$ cat config.mk
export PLATFORM = sky130hd
export DESIGN_NAME = mu0_run_ctrl
export DESIGN_NICKNAME = d
export VERILOG_FILES = /design/src/rtl/mu0_pkg.sv /design/src/rtl/mu0_sat_counter.sv /design/src/rtl/mu0_run_ctrl.sv
export SDC_FILE = /design/constraint.sdc
export NUM_CORES = 1
export LEC_CHECK = 0
export ABC_AREA = 1
export CORE_MARGIN = 2
export CORE_UTILIZATION = 50
export CTS_CLUSTER_SIZE = 14
export DETAILED_ROUTE_END_ITERATION = 16
export PLACE_DENSITY = 0.76
export SLEW_MARGIN = 25
export SYNTH_ARGS = -nofsm -noshare
export SYNTH_HDL_FRONTEND = slang
export SYNTH_SLANG_ARGS = --single-unit
$ cat constraint.sdc
create_clock -name Clk -period 2.5 [get_ports Clk]
set_input_delay 0.375 -clock Clk [delete_from_list [all_inputs] [get_ports Clk]]
set_output_delay 0.375 -clock Clk [all_outputs]
set_load 0.05 [all_outputs]
$ cat src/rtl/mu0_pkg.sv
// Shared definitions for the MU0 run/monitor controller: FSM state encoding and default widths.
package mu0_pkg;

    typedef enum logic [2:0] {
        IDLE     = 3'd0,
        RESET    = 3'd1,
        RUN      = 3'd2,
        PAUSED   = 3'd3,
        STEP     = 3'd4,
        DONE     = 3'd5,
        TIMEDOUT = 3'd6
    } state_t;

    localparam int unsigned DEFAULT_CNT_W = 32;

endpackage

$ cat src/rtl/mu0_sat_counter.sv
// Saturating up-counter with synchronous clear; holds at all-ones instead of wrapping.
module mu0_sat_counter #(
    parameter int unsigned WIDTH = 32
) (
    input  logic             Clk,
    input  logic             Reset_n,
    input  logic             clr,
    input  logic             inc,
    output logic [WIDTH-1:0] count
);

    logic [WIDTH-1:0] count_q, count_d;

    always_comb begin
        count_d = count_q;
        if (clr) begin
            count_d = '0;
        end else if (inc && (count_q != '1)) begin
            count_d = count_q + 1'b1;
        end
    end

    always_ff @(posedge Clk or negedge Reset_n) begin
        if (!Reset_n) begin
            count_q <= '0;
        end else begin
            count_q <= count_d;
        end
    end

    assign count = count_q;

endmodule

$ cat src/rtl/mu0_run_ctrl.sv
// Run/monitor controller for MU0: reset sequencing, clock-enable gating, watchdog,
// address breakpoint with single-step, and saturating cycle/read/write counters.
module mu0_run_ctrl
    import mu0_pkg::*;
#(
    parameter int unsigned ADDR_W       = 12,
    parameter int unsigned CNT_W        = DEFAULT_CNT_W,
    parameter int unsigned RESET_CYCLES = 2,
    parameter int unsigned TIMEOUT      = 100000
) (
    input  logic              Clk,
    input  logic              Reset_n,
    input  logic              Start,
    input  logic              Step,
    input  logic              Cont,
    input  logic              Bp_en,
    input  logic [ADDR_W-1:0] Bp_addr,
    input  logic              Halted,
    input  logic              Rd,
    input  logic              Wr,
    input  logic [ADDR_W-1:0] Address,
    output logic              Cpu_reset,
    output logic              Cpu_en,
    output logic [2:0]        State,
    output logic              Done,
    output logic              Timed_out,
    output logic [CNT_W-1:0]  Cycle_count,
    output logic [CNT_W-1:0]  Rd_count,
    output logic [CNT_W-1:0]  Wr_count
);

    localparam logic [CNT_W:0] TIMEOUT_W   = (CNT_W + 1)'(TIMEOUT);
    localparam logic [31:0]    RST_LAST    = 32'(RESET_CYCLES - 1);

    state_t      state_q, state_d;
    logic [31:0] rst_cnt_q, rst_cnt_d;
    logic        skip_bp_q, skip_bp_d;
    logic        bp_hit, wd_hit, clr;

    assign bp_hit = (state_q == RUN) && Bp_en && Rd && (Address == Bp_addr) && !skip_bp_q;

    assign Cpu_en = ((state_q == RUN) || (state_q == STEP)) && !Halted && !bp_hit;

    // Fires on the enabled cycle whose count would reach TIMEOUT; that count is still taken.
    assign wd_hit = (TIMEOUT != 0) && Cpu_en && (({1'b0, Cycle_count} + 1'b1) == TIMEOUT_W);

    always_comb begin
        state_d   = state_q;
        rst_cnt_d = rst_cnt_q;
        skip_bp_d = skip_bp_q;
        clr       = 1'b0;
        unique case (state_q)
            IDLE, DONE, TIMEDOUT: begin
                if (Start) begin
                    state_d   = RESET;
                    rst_cnt_d = '0;
                    skip_bp_d = 1'b0;
                    clr       = 1'b1;
                end
            end
            RESET: begin
                if (rst_cnt_q == RST_LAST) begin
                    state_d = RUN;
                end else begin
                    rst_cnt_d = rst_cnt_q + 1'b1;
                end
            end
            RUN: begin
                if (Halted) begin
                    state_d = DONE;
                end else if (bp_hit) begin
                    state_d = PAUSED;
                end else if (wd_hit) begin
                    state_d = TIMEDOUT;
                end
            end
            PAUSED: begin
                if (Step) begin
                    state_d   = STEP;
                    skip_bp_d = 1'b1;
                end else if (Cont) begin
                    state_d   = RUN;
                    skip_bp_d = 1'b1;
                end
            end
            STEP: begin
                if (Halted) begin
                    state_d = DONE;
                end else if (wd_hit) begin
                    state_d = TIMEDOUT;
                end else begin
                    state_d = PAUSED;
                end
            end
            default: state_d = IDLE;
        endcase
        // Cpu_en is never high in PAUSED, so this cannot undo the set above.
        if (Cpu_en) begin
            skip_bp_d = 1'b0;
        end
    end

    always_ff @(posedge Clk or negedge Reset_n) begin
        if (!Reset_n) begin
            state_q   <= IDLE;
            rst_cnt_q <= '0;
            skip_bp_q <= 1'b0;
        end else begin
            state_q   <= state_d;
            rst_cnt_q <= rst_cnt_d;
            skip_bp_q <= skip_bp_d;
        end
    end

    assign Cpu_reset = (state_q == IDLE) || (state_q == RESET);
    assign State     = state_q;
    assign Done      = (state_q == DONE);
    assign Timed_out = (state_q == TIMEDOUT);

    mu0_sat_counter #(.WIDTH(CNT_W)) u_cycle_cnt (
        .Clk    (Clk),
        .Reset_n(Reset_n),
        .clr    (clr),
        .inc    (Cpu_en),
        .count  (Cycle_count)
    );

    mu0_sat_counter #(.WIDTH(CNT_W)) u_rd_cnt (
        .Clk    (Clk),
        .Reset_n(Reset_n),
        .clr    (clr),
        .inc    (Cpu_en && Rd),
        .count  (Rd_count)
    );

    mu0_sat_counter #(.WIDTH(CNT_W)) u_wr_cnt (
        .Clk    (Clk),
        .Reset_n(Reset_n),
        .clr    (clr),
        .inc    (Cpu_en && Wr),
        .count  (Wr_count)
    );

endmodule
Word-level counts from Yosys, hierarchy flattened
Index checks and enable logic that the tools add are counted.
W data, S select, Z words.
{"block": "word_totals", "register_bits": 132}
{"block": "op_classes", "mux": 26, "eq_ne": 19, "reduce_logical": 27, "addsub": 5}
{"cell": "$mux W32", "n": 8}
{"cell": "$add A32 B1 Y32 const B", "n": 4}
{"cell": "$ne A32 B32 Y1 const B", "n": 3}
{"cell": "$pmux W32 S2", "n": 1}
{"cell": "$add A32 B1 Y33 const B", "n": 1}
{"cell": "$eq A33 B17 Y1 const B", "n": 1}
{"cell": "$eq A32 B1 Y1 const B", "n": 1}
{"cell": "$mux W3", "n": 9}
{"cell": "$pmux W3 S5", "n": 1}
{"cell": "$eq A12 B12 Y1", "n": 1}
{"cell": "$logic_and A1 B1 Y1", "n": 12}
{"cell": "$eq A3 B3 Y1 const B", "n": 3}
{"cell": "$ne A4 B4 Y1 const B", "n": 2}
{"cell": "$reduce_bool A2 Y1", "n": 4}
{"cell": "$eq A3 B2 Y1 const B", "n": 2}
{"cell": "$mux W1", "n": 6}
{"cell": "$ne A2 B2 Y1 const B", "n": 3}
{"cell": "$ne A3 B3 Y1 const B", "n": 2}
{"cell": "$reduce_and A3 Y1", "n": 2}
{"cell": "$reduce_and A4 Y1", "n": 1}
{"cell": "$eq A3 B1 Y1 const B", "n": 1}
{"cell": "$logic_not A1 Y1", "n": 3}
{"cell": "$logic_not A3 Y1", "n": 1}
{"cell": "$reduce_bool A3 Y1", "n": 1}
{"cell": "3 further kinds", "n": 4}

Longest topological paths before layout
{"block": "depth", "ltp_word": 12, "depth_mapped": 18}

Modules after synthesis
From an unflattened synthesis, not the netlist that was laid out.
{"block": "unflattened", "hier_cells": 1644, "hier_area_um2": 10385.0}
{"module": "mu0_sat_counter", "area_per_inst_um2": 2243.4, "cells_per_inst": 345, "n_inst": 3}
{"module": "mu0_run_ctrl", "area_per_inst_um2": 3654.8, "cells_per_inst": 609, "n_inst": 1}

Least setup slack after synthesis
No wires, ideal clock.
{"block": "synth_path", "path_type": "register to register", "startpoint": "register state_q[1] (netlist: State[1])", "endpoint": "register u_rd_cnt.count_q[23] (netlist: u_rd_cnt.count[23])", "setup_ns": 0.132, "arrival_ns": 2.962, "slack_ns": -0.594, "t_required_ns": 2.368, "path_stages_with_launch": 12, "synth_period_minus_slack_ns": 3.094, "path_buffers": 2, "path_cell_list": "dfrtp_1 -> buf_2 -> inv_1 -> nor3_1 -> a211oi_1 -> inv_1 -> nand2_1 -> inv_1 -> buf_2 -> nor2_1 -> nand2_1 -> o21ai_0"}
{"block": "synth_via", "word_cells_on_any_way": 19}
{"element": "start: declaration", "line_no": "mu0_run_ctrl.sv:35", "rtl": "state_t state_q, state_d;"}
{"element": "start signal: assignment", "line_no": "mu0_run_ctrl.sv:109", "rtl": "state_q <= state_d;"}
{"element": "$eq A3 B3 Y1 *"}
{"element": "net Timed_out", "line_no": "mu0_run_ctrl.sv:26", "rtl": "output logic Timed_out,"}
{"element": "$reduce_or A3 Y1 *", "line_no": "mu0_run_ctrl.sv:52", "rtl": "unique case (state_q)"}
{"element": "$mux W1 *", "line_no": "mu0_run_ctrl.sv:52"}
{"element": "$mux W32 or $reduce_bool A2 Y1 (tied branches)"}
{"element": "end signal: assignment", "line_no": "mu0_sat_counter.sv:27", "rtl": "count_q <= count_d;"}
{"element": "end: declaration", "line_no": "mu0_sat_counter.sv:12", "rtl": "logic [WIDTH-1:0] count_q, count_d;"}
Mark *: on every way through the listed nets, which the timed path passes. The rest lies on a longest branch.
A chain may end at the register's enable or synchronous reset.

Worst setup path in the final report
{"block": "layout_path", "startpoint": "register state_q[2] (netlist: State[2])", "endpoint": "output Cpu_en"}
{"block": "layout_via", "elab_chain_len": 7, "word_cells_on_any_way": 10}
{"element": "$eq A3 B2 Y1", "line_no": "mu0_run_ctrl.sv:40, mu0_run_ctrl.sv:42"}
{"element": "$logic_and A1 B1 Y1 (4 in series)", "line_no": "mu0_run_ctrl.sv:40", "rtl": "assign bp_hit = (state_q == RUN) && Bp_en && Rd && (Address == Bp_addr) && !skip_bp_q;"}
{"element": "$logic_not A1 Y1", "line_no": "mu0_run_ctrl.sv:42", "rtl": "assign Cpu_en = ((state_q == RUN) || (state_q == STEP)) && !Halted && !bp_hit;"}
{"element": "$logic_and A1 B1 Y1 *", "line_no": "mu0_run_ctrl.sv:42"}
{"element": "end: declaration", "line_no": "mu0_run_ctrl.sv:23", "rtl": "output logic Cpu_en,"}
Mark *: on every way between the ends. The rest lies on a longest branch, timed or not.

==> reports/summary.txt <==
Syn Inst Count: 1331
Setup violators final: 0
ANT nets after route: 0
Largest net degree at the start of global routing: 48
GRT Util Overall: 27.6%
Synth top area share: 36.9%
P_leak: 4.79 nW
Critical path arrival: 2000 ps
CP Class: reg -> out
Wire length per cell: 14.8 um
Min Clock Period, post-route: 2380 ps
Core area: 17400 um2
Slowest cell on the critical path: dfrtp_1
Hold slack: 420 ps
Via-to-Cell Ratio: 5.41
Ant. Diodes: 0
Commonest non-fill, non-tap cells in the layout: nand2_1, inv_1, nor2_1, dfrtp_1, clkdlybuf4s50_1
Final Max Tran Viols: 0
Number of global-route vias before repair: 8486
Deepest clock path buffer count: 2
Setup crit start kind: flip-flop
FF-to-FF End: u_rd_cnt.count[26]
Crit share post-route: 95.1%
F_max: 0.421 GHz
Pwr Density: 755 nW/um2
Tightest Pin Transition: 642 ps
Worst-Skew Late Latency: 430 ps
RSZ-0062 raised after global routing: no
Synthesized flop and latch total: 132
Cell Area, Synth: 8960 um2
CP Max Fanout: 7
Max incr delay on CP: 470 ps
DRC Markers: 0
Final WL: 25.4 mm
Worst-case reg-to-reg path depth: 12
Crit. path cell count: 9
Post-synth top area cell: dfrtp_1
Row count: 48
Ys async rst share: 100%
DIE WIDTH: 138 um
Die H: 138 um
Fraction of layout cells with a size suffix above 1: 8.16%
Top delay family on crit path: simple AND/OR/NAND/NOR gates
Peak VDD IR: 0.742 mV
Register area share after synthesis: 36.9%
Dpl hpwl: 19.0 mm
Effective utilization at floorplan: 51.4%
Final nets: 1522
Worst Setup SP: State[2]
CTS tree: yes
Min-Delay Path Class: in -> async
Ys flop type: dfrtp_1
Total gr overflow: 0
CTS root buf: clkbuf_16
Max_slew headroom: 57.2%
Crit path required time: 2120 ps
Crit-path cells: inv_2 > nand3_2 > nor2_1 > nand2_1 > nor2_1 > nand2_1 > nand2_1 > inv_2 > buf_4
YS warnings: 0
Port Buffers: 135
Outcome: finished clean
Starting DRT DRC Count: 843
Clk slew on worst S/H paths: 60 ps
Initial antenna violation count: 0
Critical Path Sink Type: primary output
Die area: 19000 um2
Capture point of the worst path: Cpu_en
Synth area leaders: dfrtp_1, nand2_1, inv_1
FF-to-FF Start: u_rd_cnt.count[1]
CTS sink cnt: 132
Via count: 9303
TritonRoute pass-1 iters: 6
First-pass GRT wire length: 41.7 mm
Most common cell after layout, fill and taps aside: nand2_1
Skew final: 7.79 ps
Mapped Nets: 1370
CTS Buf Count: 17
Syn_area_per_cell: 6.73 um2
R2r setup slk: 170 ps
Hold Violations, Final: 0
Crit path buf inv count: 3
Area growth, synth to finish: 26.9%
# IOs: 136
Number of synthesized flops with an enable pin: 0
CP dominant cell by count: nand2_1
H-tree Lvls: 4
Setup_tns: 0 ps
Global placement routability congestion: 0.935
Library cells used by synthesis: 39
Max-Cap Viols: 0
[Yosys cell counts (4+ instances only)]
library cell,n
nand2_4,4
inv_2,6
nand2_2,10
nor3_1,64
buf_2,16
a21oi_1,18
nand4_1,31
clkbuf_1,11
nor4_1,25
nor2_4,5
nor2_1,166
o21ai_1,16
o22ai_1,16
nand3_2,4
o21ai_0,81
inv_1,182
nand2_1,371
dfrtp_1,132
nor2_2,10
xor2_1,36
o31ai_1,4
o32ai_1,5
ha_1,6
nand3_1,77
xnor2_1,12
[report_power, final]
part / internal (mW) / switching, mW / total [mW]
logic: 1.01 / 2.16 / 3.17
registers: 2.40 / 0.384 / 2.78
clock network: 1.62 / 1.01 / 2.63
total: 5.03 / 3.55 / 8.58
[registers in the layout, summed over array words and instances, names as in the netlist]
signal             cells
rst_cnt_q             32
u_cycle_cnt.count     32
u_rd_cnt.count        32
u_wr_cnt.count        32
State                  3
skip_bp_q              1
[metrics by stage]
stage	util [%]	setup WS [ps]	instance area, um2	power (mW)	std cells
2_1_floorplan	-	87.8	8980	4.84	1331
3_3_place_gp	61.3	147	10700	5.86	1685
3_5_place_dp	61.3	107	10700	5.91	1685
4_1_cts	64.9	17.1	11300	8.52	1718
5_1_grt	65.3	1.25	11400	8.96	1721
6_report	65.3	122	11400	8.58	1721
[timing repair]
item / CTS / global route
setup endpoints to repair: 0 / 26
resized for setup: 0 / 14
hold buffers: 1 / 0
setup buffers: 0 / 3
endpoints found under the hold margin: 38 / 0
[worst register-to-register path: cells and delay by family, from the launching register on]
| family | cells | cell delay, ps |
|---|---|---|
| simple gates | 9 | 1450 |
| flops | 1 | 380 |
| compound gates | 2 | 250 |
| fa+ha+maj | 1 | 200 |
[layer usage]
layer / routed length [um] / up-vias / global-route usage [%]
li1: - / 4602 / -
met1: 11200 / 4289 / 37.6
met2: 11700 / 367 / 44.0
met3: 2010 / 45 / 6.43
met4: 455 / 0 / 7.99
met5: 0 / - / 0
[layout make-up]
class / instances / area, um2
Fill cell: 1582 / 6050
Multi-Input combinational cell: 979 / 4840
Sequential cell: 132 / 3300
Timing Repair Buffer: 164 / 1610
Inverter: 189 / 716
Clock buffer: 20 / 457
Tap cell: 225 / 282
Clock inverter: 12 / 153
[cell families after synthesis]
kind of cell | synth area share [%]
buffers and inverters | 9.69
xor gates and xnor gates | 4.69
AOI/OAI and AO/OA | 8.88
and+or+nand+nor | 39.0
DFF | 36.9
adders and majority gates | 0.838
[worst min path at each step]
stage	from	to	slack [ps]
after floorplan	Reset_n	State[0]	80
after global placement	Reset_n	u_cycle_cnt.count[13]	320
after detailed placement	Reset_n	u_cycle_cnt.count[13]	320
after CTS	Reset_n	u_cycle_cnt.count[13]	450
after global routing	Reset_n	u_cycle_cnt.count[11]	470
final	Reset_n	u_cycle_cnt.count[13]	420
No activity file was read; power rests on OpenSTA's default activity.
==> variant 1: new RTL, same flow settings <==
Put a register stage on the outputs `Done` and `Timed_out`, cleared by the reset. The values now appear one clock later. The other outputs are not delayed to match.
--- a/src/rtl/mu0_run_ctrl.sv
+++ b/src/rtl/mu0_run_ctrl.sv
@@ -114,8 +114,15 @@
 
     assign Cpu_reset = (state_q == IDLE) || (state_q == RESET);
     assign State     = state_q;
-    assign Done      = (state_q == DONE);
-    assign Timed_out = (state_q == TIMEDOUT);
+    always_ff @(posedge Clk or negedge Reset_n) begin
+        if (!Reset_n) begin
+            Done      <= '0;
+            Timed_out <= '0;
+        end else begin
+            Done      <= (state_q == DONE);
+            Timed_out <= (state_q == TIMEDOUT);
+        end
+    end
 
     mu0_sat_counter #(.WIDTH(CNT_W)) u_cycle_cnt (
         .Clk    (Clk),
Behaviour: not the same (Yosys sat finds a counterexample within 10 cycles, from zero or initial values and one cycle with Reset_n low).
==> variant 1 against the unedited design <==
  * Power is 8.1% lower
  * Hold slack improved by 0.089 ns
  * Sequential power decreased by 3%
  * Wire length is 2.1% lower
  * Largest cell class unchanged
  * Sequential cell count increased by 2
  * Setup slack worse by 0.027 ns
  * Global-route usage fell by 0.087 points
  * Highest routed layer unchanged
  * Design area shrank 2.8%
  * Area after synthesis shrank 2.7%
==> variant 1: results (changes against the unedited design) <==
* Slowest cell on crit path: dfrtp_1
* Critical path startpoint: State[2]
* Worst-margin pin slew at 0.636 ns (-0.00601 ns)
* Syn Area/Cell at 6.84 um^2 (+1.6%)
* Half-perimeter wire length after placement at 18,700 um (-1.5%)
* Register clock-pin slew on the reported worst setup and hold paths at 0.06 ns (about the same)
* Iter 0 DRT Violations at 738 (-12%)
* Synth Area in XOR/XNOR at 3.42% (-1.3 points)
* DRC viols at 0 (unchanged)
* YS warnings at 0 (unchanged)
* CP delay by family, top: simple AND/OR/NAND/NOR gates
* Lkg Pwr at 0.00455 uW (-4.9%)
* Largest net degree at the start of global routing at 62 (+29%)
* Status: complete, no violations
* Vias in the first global route at 8,232 (-3.0%)
* Inst Count DP at 1,637 (-2.8%)
* Compound-gate portion of the synthesized area at 10.7% (+1.8 points)
* Total CTS buffers at 17 (unchanged)
* Most frequent cells after synthesis: nand2_1, inv_1, nor2_1
* Clk_lat worst skew at 0.43 ns (about the same)
* Max H-tree Level at 4 (unchanged)
* Final #Nets at 1,472 (-3.3%)
* Worst R2R Start: u_cycle_cnt.count[0]
* VDD IR max at 0.00101 V (+36%)
* CP Capture Point: Cpu_en
* Reg-to-Reg End: u_cycle_cnt.count[31]
* Vias at 8,995 (-3.3%)
* Adder-Cell Fraction of Synth Area at 0.718% (-0.12 points)
* Worst min path class: primary input to asynchronous set/reset pin
* Count of unique library cells instantiated by Yosys at 44 (+13%)
* N_diodes at 0 (unchanged)
* Avg WL per Cell at 14.9 um (+0.97%)
* Initial antenna violation count at 0 (unchanged)
* Worst-path maximum fanout at 8 (+1)
* Async set or reset register ratio after synthesis at 100% (unchanged)
* Net Sw Frac at 39.5% (-1.9 points)
* Most used DFF post-synth: dfrtp_1
* Filler instances at 1,557 (-1.6%)
* Layout Cells excl Fill at 1,668 (-3.1%)
* Max incr delay on CP at 0.49 ns (+0.02 ns)
* Post-synthesis sequential area ratio at 38.5% (+1.6 points)
* RePlAce Congestion at 0.917 (-1.9%)
* Synth top area cells: dfrtp_1, nand2_1, inv_1, nor2_1, nand3_1
* Post-layout min period at 2.41 ns (+0.0274 ns)
* Worst r2r path cells at 14 (+2)
* Synthesized Nets at 1,313 (-4.2%)
* Worst Skew at 0.0127 ns (+0.00491 ns)
* Pre-antenna DRT Iters at 5 (-1)
* Dpl ws at -0.0180 ns (-0.125 ns)
* IO buf count at 135 (unchanged)
* First-pass GRT wire length at 40,400 um (-3.1%)
* Layout cell share with drive strength beyond 1 at 8.25% (+0.092 points)
* Total Routing Usage GR at 27.5% (-0.087 points)
* Worst EP arrival at 2.03 ns (+0.03 ns)
[variant 1: cell types whose count changed after synthesis, moves of 5 or more]
cell,delta
inv_2,+6
nor3_1,-10
nor2_1,-17
nand2_1,-9
a21oi_1,+18
o21ai_0,-25
inv_1,-14
nand3_1,-17
o21ai_1,+24
xor2_1,-9
xnor2_1,-5
[variant 1: stage by stage]
step	total power, uW	hold WS [ns]	instance area (um^2)	setup TNS (ns)	utilization [%]
final	7890	0.509	11100	0	64.3
after global routing	8290	0.547	11100	0	64.3
after detailed placement	5520	0.414	10500	-0.0746	60.9
after CTS	7880	0.528	11000	0	64.1
after floorplan	4500	0.0794	8720	0	-
after global placement	5460	0.411	10500	0	60.9
[variant 1: per-layer routing]
layer | share of wire [%] | wire length [um] | global-route usage, %
met1 | 45 | 11200 | 37.1
met2 | 46 | 11500 | 44.6
met3 | 7.2 | 1780 | 6.30
met4 | 1.5 | 376 | 7.23
met5 | 0 | 0 | 0
[variant 1: layout make-up]
class	count	share of cell area [%]
multi-input cells	937	41.5
flip-flops and latches	134	30.4
repair buffers	163	14.5
inverters	181	6.15
clock buffers	25	4.48
well taps	225	2.55
clock inverters	3	0.408
[variant 1: power by group through the flow]
stage	Combinational [uW]	Clock (uW)	Sequential (uW)
final	2830	2370	2690
after global routing	3100	2470	2720
after CTS	2810	2380	2690
after detailed placement	2800	0	2720
after global placement	2750	0	2710
after floorplan	1500	0	3000
[variant 1: repair_timing]
action                                  in CTS  in global routing
setup buffers                                0                  2
endpoints found under the setup margin       0                  5
gates resized for setup                      0                  7
hold endpoints to repair                    58                  0
hold buffers                                 1                  0
==> variant 2: new RTL, same settings <==
Without the edit above. Change the parameter `ADDR_W` from 12 to 11.
--- a/src/rtl/mu0_run_ctrl.sv
+++ b/src/rtl/mu0_run_ctrl.sv
@@ -3,7 +3,7 @@
 module mu0_run_ctrl
     import mu0_pkg::*;
 #(
-    parameter int unsigned ADDR_W       = 12,
+    parameter int unsigned ADDR_W       = 11,
     parameter int unsigned CNT_W        = DEFAULT_CNT_W,
     parameter int unsigned RESET_CYCLES = 2,
     parameter int unsigned TIMEOUT      = 100000
Interface: changed (resized Address and Bp_addr); port bits go from 136 to 134. No check against the original RTL was run, so the function may have changed too.
==> variant 2 against the unedited design <==
  * Power about the same
  * First-iteration DRC count decreased by 1.9%
  * Wire length decreased by 3.5%
  * Global-route usage decreased by 0.57 points
  * Fmax decreased by 2.1%
  * Synthesized cell count decreased by 2.6%
  * Sequential cell count unchanged
  * Design area decreased by 2.4%
  * Critical path depth decreased by 6
  * Area after synthesis decreased by 1.8%
  * Clock power decreased by 13%
  * Setup slack got worse by 0.052 ns
==> variant 2: results (changes against the unedited design) <==
* Status: complete, no violations
* Inst Count DP at 1,657 (-1.7%)
* Total Routing Usage GR at 27.0% (-0.57 points)
* Pre-antenna DRT Iters at 7 (+1)
* Avg WL per Cell at 14.5 um (-1.7%)
* Slew HR at 59.1% (+1.9 points)
* Register clock-pin slew on the reported worst setup and hold paths at 0.06 ns (about the same)
* Synthesized Nets at 1,333 (-2.7%)
* Clk_lat worst skew at 0.43 ns (about the same)
* Layout cell share with drive strength beyond 1 at 7.44% (-0.72 points)
* Syn Area/Cell at 6.79 um^2 (+0.84%)
* Vias at 9,156 (-1.6%)
* Most frequent cells after synthesis: nand2_1, inv_1, nor2_1
* Max Root-Sink Buffers at 2 (unchanged)
* Vias in the first global route at 8,480 (-0.071%)
* Count of unique library cells instantiated by Yosys at 41 (+5.1%)
* Largest net degree at the start of global routing at 53 (+10%)
* Half-perimeter wire length after placement at 18,700 um (-1.7%)
* Max H-tree Level at 4 (unchanged)
* RePlAce Congestion at 0.946 (+1.3%)
* YS warnings at 0 (unchanged)
* Worst min path class: primary input to asynchronous set/reset pin
* N_diodes at 0 (unchanged)
* Synth top area cells: dfrtp_1, nand2_1, inv_1, nor2_1, xor2_1
* Most used DFF post-synth: dfrtp_1
* Total CTS buffers at 17 (unchanged)
* Avg Vias per Cell at 5.41 (+0.17%)
* Initial antenna violation count at 0 (unchanged)
* Final #Nets at 1,490 (-2.1%)
* Async set or reset register ratio after synthesis at 100% (unchanged)
* VDD IR max at 0.000634 V (-15%)
* First-pass GRT wire length at 40,500 um (-2.9%)
* Worst EP arrival at 2.05 ns (+0.05 ns)
* Post-synth EDFFs at 0 (unchanged)
* Worst-path maximum fanout at 7 (unchanged)
* IO buf count at 133 (-1.5%)
* Iter 0 DRT Violations at 827 (-1.9%)
* Post-synthesis sequential area ratio at 37.6% (+0.68 points)
* Root buf cell: clkbuf_16
* P_int at 4810 uW (-4.3%)
* Worst Skew at 0.0111 ns (+0.00329 ns)
* Lkg Pwr at 0.00457 uW (-4.4%)
-- variant 2: changes by cell type in the layout (fill, tap and decap cells not counted), sizes merged, moves of 7 or more --
cell / before / now
o22ai: 16 / 27
xor2: 36 / 56
inv: 188 / 181
nand2: 385 / 372
o21ai: 99 / 91
xnor2: 12 / 1
nor2: 184 / 163
-- variant 2: worst max-delay path, cell delays in order, from the launching register on --
cell and delay (ns):
dfrtp_1 0.47, inv_2 0.11, nor3_4 0.20, clkdlybuf4s50_1 0.86
-- variant 2: cell type report --
class                      instances  area (um^2)
tap                              225          282
inverter                         180          678
timing repair buffer             163         1580
clock buffer                      20          457
clock inverter                    12         80.1
multi-input combinational        959         4710
fill                            1546         6140
sequential                       132         3310
-- variant 2: cell families (layout without fill, tap and decap cells) --
kind of cell | Yosys count | in the layout | synth area share [%]
xor gates and xnor gates | 57 | 57 | 5.68
adders and majority gates | 6 | 6 | 0.853
DFF | 132 | 132 | 37.6
and+or+nand+nor | 746 | 746 | 37.4
buffers and inverters | 205 | 375 | 9.16
AOI/OAI and AO/OA | 150 | 150 | 9.36
-- variant 2: through the flow --
step	power, uW	util, %	setup slack, ns	cell area, um^2
final	8580	64.4	0.0704	11100
after global routing	9010	64.4	-0.0444	11100
after CTS	8590	64.2	0.00667	11100
after detailed placement	6290	61.1	0.0360	10500
after global placement	6250	61.1	0.101	10500
after floorplan	5040	-	0.0255	8800
-- variant 2: power by group through the flow --
stage	Clock, uW	Combinational [uW]	Sequential (uW)
after floorplan	0	1560	3480
after global placement	0	3500	2750
after detailed placement	0	3540	2760
after CTS	2320	3560	2720
after global routing	2410	3840	2770
final	2280	3570	2730
-- variant 2: path summary, 6_finish.rpt --
path	startpoint	end	slack, ns	depth (start not counted)
min in group Clk	u_rd_cnt.count[3]	u_rd_cnt.count[3]	0.53	1
max in group asynchronous	Reset_n	u_wr_cnt.count[30]	1.46	3
max	State[2]	Done	0.07	3
min	Reset_n	rst_cnt_q[5]	0.39	2
max reg2reg	u_rd_cnt.count[0]	u_rd_cnt.count[20]	0.16	13
min reg2reg	u_rd_cnt.count[3]	u_rd_cnt.count[3]	0.53	1
-- variant 2: routing by layer --
metal / GRT usage (%) / part of all wire (%)
met5: 0 / 0
met4: 9.78 / 2.4
met3: 4.19 / 6.7
met2: 42.6 / 45
met1: 37.6 / 45
-- variant 2: what timing repair did --
action / CTS / global route
endpoints found under the hold margin: 28 / 0
gates resized for setup: 0 / 9
setup buffers: 0 / 1
hold buffers: 1 / 0
setup endpoints to repair: 0 / 15
